--- src/rtl/uart_pkg.sv ---
`default_nettype none
// ============================================================================
// Module   : uart_pkg
// Brief    : Shared constants, FSM encoding and vote helper for the UART RX.
// Revision : 1.0 - initial release
// ============================================================================
package uart_pkg;

    localparam int OVERSAMPLE = 16;

    // Tick indices inside one bit period at which the line is sampled
    localparam logic [3:0] SAMPLE_A  = 4'd7;
    localparam logic [3:0] SAMPLE_B  = 4'd8;
    localparam logic [3:0] SAMPLE_C  = 4'd9;
    localparam logic [3:0] LAST_TICK = 4'd15;

    typedef enum logic [2:0] {
        IDLE      = 3'd0,
        START     = 3'd1,
        DATA      = 3'd2,
        STOP      = 3'd3,
        WAIT_IDLE = 3'd4
    } state_t;

    function automatic logic majority3(input logic [2:0] s);
        return (s[0] & s[1]) | (s[0] & s[2]) | (s[1] & s[2]);
    endfunction

endpackage
`default_nettype wire

--- src/rtl/uart_rx_os16_if.sv ---
`default_nettype none
// ============================================================================
// Module   : uart_rx_os16_if
// Brief    : Serial line in, received-byte strobe and status out.
// Revision : 1.0 - initial release
// ============================================================================
interface uart_rx_os16_if;
    import uart_pkg::*;

    logic       rx;
    logic       rx_flag;
    logic [7:0] rx_data;
    logic       frame_err;
    logic       busy;

    // master: the receiver; slave: the line driver / byte consumer
    modport master (
        input  rx,
        output rx_flag,
        output rx_data,
        output frame_err,
        output busy
    );

    modport slave (
        output rx,
        input  rx_flag,
        input  rx_data,
        input  frame_err,
        input  busy
    );

endinterface
`default_nettype wire

--- src/rtl/uart_rx_os16_baud_tick.sv ---
`default_nettype none
// ============================================================================
// Module   : uart_baud_tick
// Brief    : Divide clk by DIV into a one-cycle oversampling tick.
// Revision : 1.0 - initial release
// ============================================================================
module uart_baud_tick #(
    parameter int DIV = 54
) (
    input  wire logic clk,
    input  wire logic rstn,
    input  wire logic clr,
    output logic      tick
);
    import uart_pkg::*;

    localparam int c_CNT_W = (DIV > 1) ? $clog2(DIV) : 1;
    localparam logic [c_CNT_W-1:0] c_LAST = c_CNT_W'(DIV - 1);

    logic [c_CNT_W-1:0] r_count;

    always_ff @(posedge clk) begin
        if (!rstn || clr) begin
            r_count <= '0;
        end else if (r_count == c_LAST) begin
            r_count <= '0;
        end else begin
            r_count <= r_count + c_CNT_W'(1);
        end
    end

    assign tick = (r_count == c_LAST);

endmodule
`default_nettype wire

--- src/rtl/uart_rx_os16.sv ---
`default_nettype none
// ============================================================================
// Module   : uart_rx_os16
// Brief    : 16x oversampling 8N1 receiver with 3-sample majority vote.
// Revision : 1.0 - initial release
// ============================================================================
module uart_rx_os16 #(
    parameter int CLK_FREQ   = 100_000_000,
    parameter int BAUD       = 115200,
    parameter int OVERSAMPLE = 16,
    parameter int DIV        = CLK_FREQ / (BAUD * OVERSAMPLE)
) (
    input  wire logic       clk,
    input  wire logic       rstn,
    uart_rx_os16_if.master  rx_if
);
    import uart_pkg::*;

    logic       r_sync1;
    logic       r_sync2;
    logic       r_prev;
    logic       w_fall;

    state_t     r_state;
    state_t     w_state_nxt;

    logic       w_tick;
    logic       w_start;
    logic       w_last;
    logic       w_shift_en;
    logic       w_flag_nxt;
    logic       w_ferr_nxt;
    logic       w_vote;
    logic       w_vote_stop;

    logic [3:0] r_ti;
    logic [2:0] r_bit_cnt;
    logic [2:0] r_samp;
    logic [7:0] r_shift;
    logic [7:0] r_data;
    logic       r_flag;
    logic       r_ferr;

    // Flops reset high so an idle line never looks like a start edge
    always_ff @(posedge clk) begin
        if (!rstn) begin
            r_sync1 <= 1'b1;
            r_sync2 <= 1'b1;
            r_prev  <= 1'b1;
        end else begin
            r_sync1 <= rx_if.rx;
            r_sync2 <= r_sync1;
            r_prev  <= r_sync2;
        end
    end

    assign w_fall = r_prev & ~r_sync2;

    uart_baud_tick #(
        .DIV (DIV)
    ) u_baud_tick (
        .clk  (clk),
        .rstn (rstn),
        .clr  (w_start),
        .tick (w_tick)
    );

    assign w_last      = w_tick && (r_ti == LAST_TICK);
    assign w_vote      = majority3(r_samp);
    // Stop decision uses the live tick-9 sample alongside the stored 7/8 samples
    assign w_vote_stop = majority3({r_sync2, r_samp[1:0]});

    always_ff @(posedge clk) begin
        if (!rstn) begin
            r_state <= IDLE;
        end else begin
            r_state <= w_state_nxt;
        end
    end

    always_comb begin
        w_state_nxt = r_state;
        w_start     = 1'b0;
        w_shift_en  = 1'b0;
        w_flag_nxt  = 1'b0;
        w_ferr_nxt  = 1'b0;
        case (r_state)
            IDLE: begin
                if (w_fall) begin
                    w_state_nxt = START;
                    w_start     = 1'b1;
                end
            end
            START: begin
                if (w_last) begin
                    w_state_nxt = w_vote ? IDLE : DATA;
                end
            end
            DATA: begin
                if (w_last) begin
                    w_shift_en = 1'b1;
                    if (r_bit_cnt == 3'd7) begin
                        w_state_nxt = STOP;
                    end
                end
            end
            STOP: begin
                if (w_tick && (r_ti == SAMPLE_C)) begin
                    if (w_vote_stop) begin
                        w_flag_nxt  = 1'b1;
                        w_state_nxt = IDLE;
                    end else begin
                        w_ferr_nxt  = 1'b1;
                        w_state_nxt = WAIT_IDLE;
                    end
                end
            end
            WAIT_IDLE: begin
                if (r_sync2) begin
                    w_state_nxt = IDLE;
                end
            end
            default: begin
                w_state_nxt = IDLE;
            end
        endcase
    end

    always_ff @(posedge clk) begin
        if (!rstn) begin
            r_ti      <= 4'd0;
            r_bit_cnt <= 3'd0;
            r_samp    <= 3'b111;
            r_shift   <= 8'h00;
            r_data    <= 8'h00;
            r_flag    <= 1'b0;
            r_ferr    <= 1'b0;
        end else begin
            r_flag <= w_flag_nxt;
            r_ferr <= w_ferr_nxt;

            if (w_start) begin
                r_ti      <= 4'd0;
                r_bit_cnt <= 3'd0;
            end else if (w_tick && (r_state != IDLE)) begin
                r_ti <= r_ti + 4'd1;
            end

            if (w_tick) begin
                if (r_ti == SAMPLE_A) r_samp[0] <= r_sync2;
                if (r_ti == SAMPLE_B) r_samp[1] <= r_sync2;
                if (r_ti == SAMPLE_C) r_samp[2] <= r_sync2;
            end

            if (w_shift_en) begin
                r_shift[r_bit_cnt] <= w_vote;
                r_bit_cnt          <= r_bit_cnt + 3'd1;
            end

            if (w_flag_nxt) begin
                r_data <= r_shift;
            end
        end
    end

    assign rx_if.rx_flag   = r_flag;
    assign rx_if.rx_data   = r_data;
    assign rx_if.frame_err = r_ferr;
    assign rx_if.busy      = (r_state != IDLE);

endmodule
`default_nettype wire

--- src/flat_wrapper.sv ---
// flat-port wrapper written by rule: the top's interface ports become plain ports
module uart_rx_os16_flat import uart_pkg::*;
#(
    parameter int CLK_FREQ   = 100_000_000,
    parameter int BAUD       = 115200,
    parameter int OVERSAMPLE = 16,
    parameter int DIV        = CLK_FREQ / (BAUD * OVERSAMPLE)
)
  (clk, rstn, rx_if_rx, rx_if_rx_flag, rx_if_rx_data, rx_if_frame_err, rx_if_busy);
  uart_rx_os16_if rx_if_i ();
  input  wire logic clk;
  input  wire logic rstn;
  input wire logic [$bits(rx_if_i.rx)-1:0] rx_if_rx;
  output wire logic [$bits(rx_if_i.rx_flag)-1:0] rx_if_rx_flag;
  output wire logic [$bits(rx_if_i.rx_data)-1:0] rx_if_rx_data;
  output wire logic [$bits(rx_if_i.frame_err)-1:0] rx_if_frame_err;
  output wire logic [$bits(rx_if_i.busy)-1:0] rx_if_busy;
  assign rx_if_i.rx = rx_if_rx;
  assign rx_if_rx_flag = rx_if_i.rx_flag;
  assign rx_if_rx_data = rx_if_i.rx_data;
  assign rx_if_frame_err = rx_if_i.frame_err;
  assign rx_if_busy = rx_if_i.busy;
  uart_rx_os16 #(.CLK_FREQ(CLK_FREQ), .BAUD(BAUD), .OVERSAMPLE(OVERSAMPLE), .DIV(DIV)) u_core (.clk(clk), .rstn(rstn), .rx_if(rx_if_i));
endmodule
--- config.mk ---
export PLATFORM = sky130hd
export DESIGN_NAME = uart_rx_os16_flat
export DESIGN_NICKNAME = d
export VERILOG_FILES = /design/src/rtl/uart_pkg.sv /design/src/rtl/uart_rx_os16_if.sv /design/src/rtl/uart_rx_os16_baud_tick.sv /design/src/rtl/uart_rx_os16.sv /design/src/flat_wrapper.sv
export SDC_FILE = /design/constraint.sdc
export NUM_CORES = 1
export LEC_CHECK = 0
export BUFFER_PORTS_ARGS = -buffer_cell sky130_fd_sc_hd__buf_2
export CORE_AREA = 2 2 68 70
export DETAILED_ROUTE_END_ITERATION = 10
export DIE_AREA = 0 0 70 72
export PLACE_DENSITY = 0.59
export SKIP_LAST_GASP = 1
export SYNTH_ARGS = -nofsm -noshare
export SYNTH_HDL_FRONTEND = slang
export SYNTH_SLANG_ARGS = --single-unit
--- constraint.sdc ---
create_clock -name clk -period 2.12 [get_ports clk]
set_input_delay 0.106 -clock clk [delete_from_list [all_inputs] [get_ports clk]]
set_output_delay 0.106 -clock clk [all_outputs]
set_load 0.02 [all_outputs]
* After elaboration in Yosys (flattened, before gate mapping)
Index checks and enable logic that the tools add are counted.
** Word-level totals
- Bits in registers :: 40
- Logic and storage cells :: 85
- Input bits :: 3
** Cells by class
- Order comparisons :: 2
- Add/subtract/negate cells :: 3
- Eq/ne operators :: 16
- Reduce and logical (&&, ||, !) cells :: 16
- Muxes and demuxes :: 22
- Bitwise logic cells :: 12
** Operators with widths (number)
- 3-bit 2-to-1 mux :: 9
- 3-bit case mux with 5 select lines :: 1
- 4-bit == test, second input constant :: 3
- 2-bit by 1-bit != test with 1-bit output, second input constant :: 6
- 1-bit 2-to-1 mux :: 9
- 8-bit bitwise mux :: 1
- 6-bit by 1-bit adder with 6-bit output, second input constant :: 1
- 1-bit AND :: 6
- 3-bit by 2-bit == test with 1-bit output, second input constant :: 2
- 3-bit == test, second input constant :: 2
- 6-bit == test, second input constant :: 1
- 2-bit AND reduction :: 3
- 6-bit AND reduction :: 1
- 4-bit by 1-bit adder with 4-bit output, second input constant :: 1
- 4-bit by 3-bit == test with 1-bit output, second input constant :: 1
- 1-bit logical AND :: 4
- 3-bit by 4-bit less-than comparator with 1-bit output, second input constant :: 1
- 1-bit bitwise OR :: 4
- 2-bit OR reduction :: 2
- 3-bit by 1-bit adder with 3-bit output, second input constant :: 1
- 1-bit demux with 3-bit select :: 1
- 3-bit by 1-bit == test with 1-bit output, second input constant :: 1
- 3-bit by 1-bit greater-or-equal comparator with 1-bit output, second input constant :: 1
- 3-bit zero test :: 1
- other kinds (7) :: 8

* Longest topological paths before layout
- Word-level depth :: 6
- Depth in mapped cells :: 7

* Modules after synthesis
From an unflattened synthesis, not the netlist that was laid out.
** Second synthesis, totals
- Cell total of the unflattened synthesis :: 191
- Area, all modules :: 1799.2 sq um
** Modules (own cells, without submodules)
- uart_rx_os16 :: cells an instance 162, area each 1536.5 sq um, seq. area each 680.7 sq um, times used 1
- uart_baud_tick :: cells an instance 29, area each 262.8 sq um, seq. area each 120.1 sq um, times used 1

* Worst setup path after synthesis
Ideal clock, no wire load.
- Path kind :: flip-flop to flip-flop
- From :: register u_core.r_state[2]
- To :: register u_core.r_bit_cnt[0]
- Stages on the path, launching flop included :: 8
- Slack :: 0.320 ns
- Setup time :: 0.115 ns
- Path buffers :: 3
- Arrival :: 1.685 ns
- Cells stage by stage :: dfxtp_1 buf_6 or3_1 buf_2 or3_1 buf_2 and3_1 o21a_1
** On the way
- Cells in the longest elaborated chain, start to end :: 3
- Elaborated cells between the ends (all ways) :: 6
- Classes of those cells :: 1 x eq/ne; 3 x mux; 2 x reduce/logical
** Ends and longest elaborated chain
- from (decl) :: line uart_rx_os16.sv:24 : state_t r_state;
- from (signal assigned) :: line uart_rx_os16.sv:77 : r_state <= w_state_nxt;
- 3-bit by 2-bit == test with 1-bit output / 3-bit zero test (equally long branches) :: line uart_rx_os16.sv:87 : case (r_state)
- 1-bit 2-to-1 mux :: line uart_rx_os16.sv:87
- 3-bit 2-to-1 mux / 2-bit nonzero test (equally long branches)
- to (signal assigned) :: line uart_rx_os16.sv:157 : r_bit_cnt <= r_bit_cnt + 3'd1;
- to (decl) :: line uart_rx_os16.sv:37 : logic [2:0] r_bit_cnt;
Parallel ways exist; a longest one is shown, timed or not.
A chain may end at the register's enable or synchronous reset.

* Final worst setup path
- From :: register u_core.r_state[1]
- To :: register u_core.r_bit_cnt[0]
Same word-level chain as after synthesis.

==> flow_summary_export.csv <==
group,metric,value,unit
timing,finalHoldViolCount,0,
logic_synthesis,syn_area_per_cell,8.77,um2
logic_synthesis,yosysSeqAreaShare,0.433,
logic_synthesis,yosys_warnings,0,
timing,setup_violations,0,
grt,track_usage,0.155,
cells_and_area,final_common_cell,"dfxtp_1",
pwr,power_frac_seq,0.579,
logic_synthesis,ys_ff_latch,40,
die,rows,24,
die,initial_utilization,0.434,
timing,rsz0062_at_grt,"false",
place,place_hpwl,2.56,mm
clocking,insertion_delay,0.29,ns
timing,timing.final.crit_share,0.841,
detailed_routing,drc,0,
timing,fin_hold_ws,0.0924,ns
logic_synthesis,netlist_area,0.00185,mm2
worst_setup_path,slowest_delay,0.46,ns
timing,tns,0,ns
logic_synthesis,synthArstFlopShare,0,
pwr,power_switching_share,0.220,
worst_setup_path,critPathKind,"flip-flop to flip-flop",
place,gp_congestion,0.881,
grt,grt_max_degree,21,
logic_synthesis,synthFlopType,"dfxtp_1",
die,die_h,72,um
timing,relSlewSlack,0.655,
pwr,internal_power,1030,uW
detailed_routing,routedWlPerCell,13.0,um
worst_setup_path,cp_cell_sequence,"or3_1 > or3_1 > and3_1 > o21a_1",
die,dieArea,0.00504,mm2
timing,clock_skew,0.00445,ns
clocking,cts_resized,0,
worst_setup_path,startpoint_type,"flip-flop",
worst_setup_path,crit_arrival,1.97,ns
grt,overflow,0,
clocking,cts_tree,"done",
cells_and_area,ff_latch_area,801,um2
worst_setup_path,cp.required,2.30,ns
clocking,cts_buffers,5,
logic_synthesis,synth_xor_area_frac,0.0331,
status,run_status,"completed",
cells_and_area,nFillCells,425,
place,portBuffers,13,
clocking,clockRootBuffer,"clkbuf_8",
timing,finalMaxSlewViolations,0,
pwr,comb_power_share,0.032,
logic_synthesis,synth_area_leaders,"dfxtp_1 43%, mux2i_1 5.9%, nor2_1 5.1%",
logic_synthesis,yosysTopAreaCell,"dfxtp_1",
cells_and_area,final_cell_mix,"40 x dfxtp_1, 25 x nor2_1, 14 x a21oi_1",
die,num_io_pins,14,
logic_synthesis,synth-simple-area-share,0.260,
pwr,leakagePower,0.000859,uW
logic_synthesis,synthesis.nets,221,
logic_synthesis,synth_top_family_by_area,"simple AND/OR/NAND/NOR gates",
cells_and_area,postLayoutCoreUtil,0.480,
clocking,postCtsSetupBuffers,0,
detailed_routing,via_per_inst,5.45,
pwr,p_switching,292,uW
worst_setup_path,end_kind,"flip-flop",
timing,fmax,561,MHz
logic_synthesis,muxShareOfSynthArea,0.0595,
die,fp.dieW,70,um
clocking,cts.sinks,40,
worst_setup_path,cp_max_fo,13,
die,core_area,0.00426,mm2
detailed_routing,vias,1493,
worst_setup_path,cp_slowest_cell,"or3_1",
cells_and_area,fin_nets,231,
worst_setup_path,path_common_cell,"or3_1",
logic_synthesis,synth-adder-area-share,0.0581,
detailed_routing,ant_nets,0,
worst_setup_path,critical-path-top-delay-family,"simple AND/OR/NAND/NOR gates",
clocking,cts_buffer_depth,2,
cells_and_area,multi_input_area,948,um2
worst_setup_path,crit_buf_inv,0,
timing,worst_slew_pin_slew,0.511,ns
detailed_routing,drt_iter0_drc,84,
logic_synthesis,synth_top_area_share,0.433,
place,dpl_worst_slack,0.341,ns
logic_synthesis,synthCells,211,
detailed_routing,wl,3.55,mm
grt,grt_antenna_before_repair,0,
job,cap_violations,0,
cells_and_area,antenna_cells,0,
detailed_routing,dr.pass1.iters,4,
pwr,power,1330,uW
cells_and_area,syn_to_final_growth,10.5,%
clocking,htreeDepth,2,
pwr,clockPowerShare,0.388,
min_path,worstHoldPathType,"input port to flip-flop",
logic_synthesis,synth-edff-count,0,
logic_synthesis,synth_compound_area_frac,0.102,
logic_synthesis,synth_cell_types,41,
timing,period_minus_slack,1.78,ns
grt,grt_pass1_wl,6.33,mm
clocking,clk_pin_slew,0.07,ns
pwr,peakVddDrop,0.370,mV
timing,fin_ws,0.336,ns
pwr,p_per_area,648,mW/mm2
cells_and_area,drive_above_1_share,0.131,
grt,first_global_vias,1371,
==> cells in the mapped netlist, types with 2 or more instances <==
library cell and instances:
and3_1 2, clkbuf_1 9, xor2_1 4, inv_1 9, and4_1 2, buf_1 2
dfxtp_1 40, nor2b_1 2, nor3_1 3, buf_2 3, nand2b_1 6, nand3_1 13
or4b_2 2, nand4_1 11, maj3_1 2, or3_1 2, o21ai_0 8, nor2_1 25
ha_1 7, nand2_1 10, xnor2_1 3, mux2i_1 11, o31ai_1 4, a21oi_1 14
==> registers in the layout (all words and copies together), names as in the netlist <==
register,cells
u_core.r_ti,4
u_core.r_prev,1
u_core.r_shift,8
u_core.rx_if.frame_err,1
u_core.rx_if.rx_data,8
u_core.rx_if.rx_flag,1
u_core.u_baud_tick.r_count,6
u_core.r_state,3
u_core.r_sync2,1
u_core.r_bit_cnt,3
u_core.r_sync1,1
u_core.r_samp,3
==> layer usage <==
metal,up-vias,GRT usage,wire length (um)
met5,-,0,0
met4,0,0.0321,8
met3,2,0.0472,139
met2,27,0.249,1640
met1,697,0.209,1760
li1,767,-,-
==> logic make-up (layout without fill, tap and decap cells) <==
| kind of cell | after synthesis | after routing |
|---|---|---|
| xor+xnor | 7 | 7 |
| compound gates | 32 | 32 |
| fa+ha+maj | 9 | 9 |
| mux | 11 | 11 |
| flops | 40 | 40 |
| buf+inv | 24 | 35 |
| simple gates | 88 | 88 |
==> path summary, 6_finish.rpt <==
kind / slack (ns) / to / startpoint / cells past startpoint
worst max register to register: 0.34 / u_core.r_bit_cnt[0] / u_core.r_state[1] / 4
worst min register to register: 0.41 / u_core.r_sync2 / u_core.r_sync1 / 1
worst min-delay path: 0.09 / u_core.r_samp[0] / rstn / 2
worst max-delay path: 0.34 / u_core.r_bit_cnt[0] / u_core.r_state[1] / 4
==> per-stage QoR <==
stage / std cells / cell area [um2]
finish: 274 / 2050
global route: 274 / 2050
CTS: 274 / 2050
detailed placement: 265 / 1940
global placement: 265 / 1940
floorplan: 211 / 1850
==> power by group through the flow <==
stage	Combinational [uW]	Sequential [uW]	Clock [uW]
after floorplan	34.6	782	0
after global placement	42.5	786	0
after detailed placement	41.9	786	0
after CTS	43.4	768	535
after global routing	49.1	770	567
final	42.8	768	515
==> layout make-up <==
| class | instances | share of cell area |
|---|---|---|
| clock buffer | 6 | 0.0404 |
| inverter | 9 | 0.0165 |
| tap | 52 | 0.0318 |
| clock inverter | 2 | 0.00489 |
| multi-input combinational | 147 | 0.464 |
| sequential | 40 | 0.391 |
| timing repair buffer | 18 | 0.0514 |
==> what timing repair did <==
action | CTS | global route
endpoints found under the hold margin | 1 | 0
hold buffers | 1 | 0
setup endpoints to repair | 0 | 0
Note: power is estimated with default switching activity, not from simulation.
